==> src/rtl/sbox_arbiter.sv <==
// rtl/sbox_arbiter.sv - shares one pipelined S-box between the round datapath and key expansion
// Optional macro SBOX_ARBITER_KEY_PRIO_EN: key expansion always wins a simultaneous request.
module sbox_arbiter #(
  parameter int SBOX_LAT = 5
) (
  input  logic         clk,
  input  logic         rst_n,
  input  logic         d_req,
  input  logic [127:0] d_in,
  output logic         d_done,
  output logic [127:0] d_out,
  input  logic         k_req,
  input  logic [31:0]  k_in,
  output logic         k_done,
  output logic [31:0]  k_out,
  output logic [7:0]   sbox_x,
  input  logic [7:0]   sbox_y,
  output logic         sbox_vld,
  output logic         busy
);

  typedef enum logic [1:0] {IDLE, ISSUE, DRAIN} state_t;

  state_t              state, state_nxt;
  logic                is_k;
  logic [127:0]        word, res, res_nxt;
  logic [3:0]          cnt, last_idx;
  logic [SBOX_LAT-1:0] pv;
  logic [3:0]          pidx [SBOX_LAT];
  logic                d_elig, k_elig, grant, grant_k, cap, last_cap;

  // A requester whose done is high this cycle is not eligible, so a held req cannot double-grant
  assign d_elig = d_req & ~d_done;
  assign k_elig = k_req & ~k_done;
  assign grant  = (state == IDLE) & (d_elig | k_elig);

`ifdef SBOX_ARBITER_KEY_PRIO_EN
  assign grant_k = k_elig;
`else
  logic prefer_k;

  assign grant_k = k_elig & (~d_elig | prefer_k);

  always_ff @(posedge clk or negedge rst_n) begin
    if (!rst_n) begin
      prefer_k <= 1'b0;
    end else if (grant) begin
      prefer_k <= ~grant_k;
    end
  end
`endif

  assign last_idx = is_k ? 4'd3 : 4'd15;
  assign cap      = pv[SBOX_LAT-1];
  assign last_cap = cap & (pidx[SBOX_LAT-1] == last_idx);
  assign sbox_vld = (state == ISSUE);
  assign sbox_x   = sbox_vld ? word[{cnt, 3'b000} +: 8] : 8'h00;
  assign busy     = (state != IDLE);

  always_comb begin
    res_nxt = res;
    if (cap) begin
      res_nxt[{pidx[SBOX_LAT-1], 3'b000} +: 8] = sbox_y;
    end
  end

  always_comb begin
    state_nxt = state;
    case (state)
      IDLE:    if (grant) state_nxt = ISSUE;
      ISSUE:   if (cnt == last_idx) state_nxt = DRAIN;
      DRAIN:   if (last_cap) state_nxt = IDLE;
      default: state_nxt = IDLE;
    endcase
  end

  always_ff @(posedge clk or negedge rst_n) begin
    if (!rst_n) begin
      state <= IDLE;
    end else begin
      state <= state_nxt;
    end
  end

  always_ff @(posedge clk or negedge rst_n) begin
    if (!rst_n) begin
      is_k   <= 1'b0;
      word   <= '0;
      res    <= '0;
      cnt    <= '0;
      d_done <= 1'b0;
      k_done <= 1'b0;
      d_out  <= '0;
      k_out  <= '0;
    end else begin
      d_done <= 1'b0;
      k_done <= 1'b0;
      if (grant) begin
        is_k <= grant_k;
        word <= grant_k ? {96'd0, k_in} : d_in;
        cnt  <= '0;
      end else if (state == ISSUE) begin
        cnt <= cnt + 4'd1;
      end
      res <= res_nxt;
      if (state == DRAIN && last_cap) begin
        if (is_k) begin
          k_done <= 1'b1;
          k_out  <= res_nxt[31:0];
        end else begin
          d_done <= 1'b1;
          d_out  <= res_nxt;
        end
      end
    end
  end

  // Tags each issued byte with its index so the S-box result lands in the right lane
  always_ff @(posedge clk or negedge rst_n) begin
    if (!rst_n) begin
      pv <= '0;
      for (int i = 0; i < SBOX_LAT; i++) pidx[i] <= '0;
    end else begin
      pv[0]   <= sbox_vld;
      pidx[0] <= cnt;
      for (int i = 1; i < SBOX_LAT; i++) begin
        pv[i]   <= pv[i-1];
        pidx[i] <= pidx[i-1];
      end
    end
  end

endmodule

==> config.mk <==
export PLATFORM = sky130hd
export DESIGN_NAME = sbox_arbiter
export DESIGN_NICKNAME = d
export VERILOG_FILES = /design/src/rtl/sbox_arbiter.sv
export SDC_FILE = /design/constraint.sdc
export NUM_CORES = 1
export LEC_CHECK = 0
export CELL_PAD_IN_SITES_DETAIL_PLACEMENT = 1
export CELL_PAD_IN_SITES_GLOBAL_PLACEMENT = 1
export CORE_ASPECT_RATIO = 0.5
export CORE_UTILIZATION = 35
export DETAILED_ROUTE_END_ITERATION = 8
export GPL_TIMING_DRIVEN = 0
export PLACE_DENSITY_LB_ADDON = 0.1
export RECOVER_POWER = 100
export REMOVE_ABC_BUFFERS = 1
export SETUP_SLACK_MARGIN = 0.1
export SLEW_MARGIN = 10
export SYNTH_ARGS = -nofsm -noshare
export SYNTH_HDL_FRONTEND = slang
export SYNTH_SLANG_ARGS = --single-unit
==> constraint.sdc <==
create_clock -name clk -period 5.1 [get_ports clk]
set_input_delay 0.51 -clock clk [delete_from_list [all_inputs] [get_ports clk]]
set_output_delay 0.51 -clock clk [all_outputs]
set_load 0.05 [all_outputs]
==> qor.yml <==
yosys:
  synthDistinctLibCells: 62
  async_flop_share_pct: 100
  synth_seq_cells: 451
  yosys.area.top_type_share_pct: 61.3
  syn_inst: 1522
  synth-edff-count: 0
  synthFlopType: "dfrtp_1"
  netlist_top_cells_count: "451 x dfrtp_1, 159 x nand2_1, 120 x a22o_1, 116 x o21ai_0, 79 x clkbuf_1"
  yosysWarnings: 0
  avgSynthCellArea_um2: 12.1
  synth-seq-area-share_pct: 61.3
  synth_most_common_cell: "dfrtp_1"
  synth_area_leaders: "dfrtp_1 61%, a22o_1 5.7%, mux2_2 4.4%"
  synth_top_area_cell: "dfrtp_1"
  synth_area_um2: 18400
setup_path:
  start_kind: "flop"
  worstSetupPathType: "flop to flop"
  reg2reg_from: "pidx[0]"
  crit_buf_inv: 1
  worstPathMaxFanout: 20
  required_ps: 5570
  r2r_cells: 6
  startpoint: "pidx[0]"
  cp.arrival_ps: 4780
  slowest_stage: "nor3_1"
  worst_path_largest_cell_delay_ps: 1210
  path_cells: "ha_1, nand2_1, nor3_1, clkbuf_1, nand4_1, a31oi_1"
  critical_path.endpoint_type: "flop"
  r2r_slack_ps: 790
  path_delay_family: "simple AND/OR/NAND/NOR gates"
  worst-path-stages: 6
layout:
  layout-drive-gt1-share_pct: 11.0
  seq_area_um2: 11300
  nets: 1985
  syn_to_final_growth_pct: 29.8
  finalNonFillerCells: 2543
  fin_area_um2: 23900
  fillers: 5459
  fin_util_pct: 46.0
  multiInputGateArea_um2: 6370
route:
  drt_pre_antenna_iters: 9
  vias_per_cell: 5.39
  wl_per_cell_um: 22.0
  via_count: 13700
  drc_errors: 0
  drtIter0Drc: 908
  ant_nets: 0
  totalWireLength_mm: 56.0
grt:
  grt_pass1_wl_mm: 88.1
  gr-usage-met1_pct: 26.6
  track_usage_pct: 21.0
  use_met3_pct: 4.71
  grt_start_max_net_pins: 113
  antenna_found_initial: 3
  grt_pass1_vias: 15000
  grt.busiest_layer: "met2"
  use_met2_pct: 36.6
  grt.overflow.total: 0
cts:
  cts_buffers: 44
  path_clk_slew_ps: 60
  cts_tree: "yes"
  clk_latency_ps: 560
  htreeDepth: 2
  root_buffer: "clkbuf_16"
  cts_sinks: 451
  clk_path_buf_depth: 3
  cts-resized-gates: 0
floorplanning:
  die_x_um: 326
  start_util_pct: 35.4
  io_pins: 344
  die-area_um2: 53600
  core_area_um2: 52000
  rows: 59
  dieHeight_um: 164
run_status:
  failed_checks: "max-capacitance violations, max-slew violations"
  status: "complete, but fails checks"
hold_path:
  hold_start: "pidx[19]"
  hp-class: "flop to flop"
  min_path_cells: 0
sta:
  slew-limit-headroom_pct: -89.4
  skew_ps: 14.4
  fin_crit_ps: 4310
  tns_ps: 0
  fin_crit_sh_pct: 84.5
  rsz0062_at_grt: "no"
  finalSetupViolations: 0
  maxSlewViolCount: 281
  hold_viol_final: 0
  worst_pin_slew_ps: 2840
  fin_hold_ws_ps: 348
  clock.fmax_mhz: 232
placed_design:
  gp_congestion: 0.746
  port_buffers: 343
  dp_hpwl_mm: 36.8
  placed_cell_area_um2: 22600
  dp_cells: 2463
run:
  maxCapViolCount: 4
pwr:
  p_leak_nw: 10.2
  ir_drop_v: 0.000255
  power_density_nw_per_um2: 534
[area by class of cell]
type	count	area share, %
Timing Repair Buffer	374	15.6
Antenna cell	3	0.0314
Tap cell	701	3.67
Sequential cell	451	47.2
Multi-Input combinational cell	890	26.7
Clock buffer	60	5.20
Clock inverter	16	0.821
Inverter	48	0.764
[state kept, by name (all words and copies together) (netlist names)]
register and count:
k_out 32, state 2, d_done 1, word 128, prefer_k 1, is_k 1, pidx 20, pv 5
cnt 4, d_out 128, res 128, k_done 1
[per-layer routing]
| metal | vias up | routed length (um) |
|---|---|---|
| met5 | - | 13 |
| met4 | 2 | 1070 |
| met3 | 85 | 2870 |
| met2 | 303 | 28500 |
| met1 | 7202 | 23600 |
| li1 | 6124 | - |
[logic make-up after synthesis]
logic type | count (synthesis) | synth area share, %
XOR/XNOR | 3 | 0.143
adder cells (fa/ha/maj) | 4 | 0.272
AO/OA/AOI/OAI | 431 | 16.6
flip-flops | 451 | 61.3
AND/OR/NAND/NOR | 324 | 8.08
multiplexers | 128 | 9.62
buffers and inverters | 181 | 4.05
[power breakdown]
part / internal, W / switching [W] / total [W] / leakage (nW)
Clock: 0.00191 / 0.00141 / 0.00332 / 0.694
Sequential: 0.00462 / 0.000741 / 0.00536 / 5.37
Combinational: 0.00171 / 0.00237 / 0.00408 / 4.18
Total: 0.00824 / 0.00453 / 0.0128 / 10.2
[stage by stage]
step / total power, W / setup WS [ps]
finish: 0.0128 / 791
global placement: 0.00945 / -21480
global route: 0.0135 / 528
floorplan: 0.00806 / -12570
detailed placement: 0.00969 / 1160
CTS: 0.0131 / 1150
[worst register-to-register path: cells and delay by family, from the launching register on]
family,cells,cell delay (ps)
buf+inv,1,850
flops,1,750
compound gates,1,250
simple gates,3,2000
fa+ha+maj,1,370
[worst paths after layout]
kind                                   end
worst min-delay path              pidx[15]
worst min register to register    pidx[15]
max in group asynchronous         word[25]
min in group asynchronous        d_out[29]
worst max register to register  d_out[123]
worst max-delay path            d_out[123]
[placed cells by master, fill, tap and decap left out, drive strengths merged, types with 5 or more instances in the layout]
master	n
dfrtp	451
dlygate4sd3	173
clkdlybuf4s50	164
nand2	159
o21ai	133
a22o	120
mux2	72
clkbuf	65
nor2	62
nand3	52
inv	49
a31oi	44
mux4	32
a222oi	32
buf	32
a21oi	28
o211ai	25
mux2i	24
a41oi	13
nand2b	8
nor4bb	8
a32oi	8
o22ai	8
o31ai	6
clkinv	6
clkinvlp	5
[repair_timing]
| item | CTS | global route |
|---|---|---|
| hold endpoints to repair | 70 | 0 |
| buffers inserted | 0 | 0 |
| hold buffers | 1 | 0 |
(Power assumes the default switching activity.)
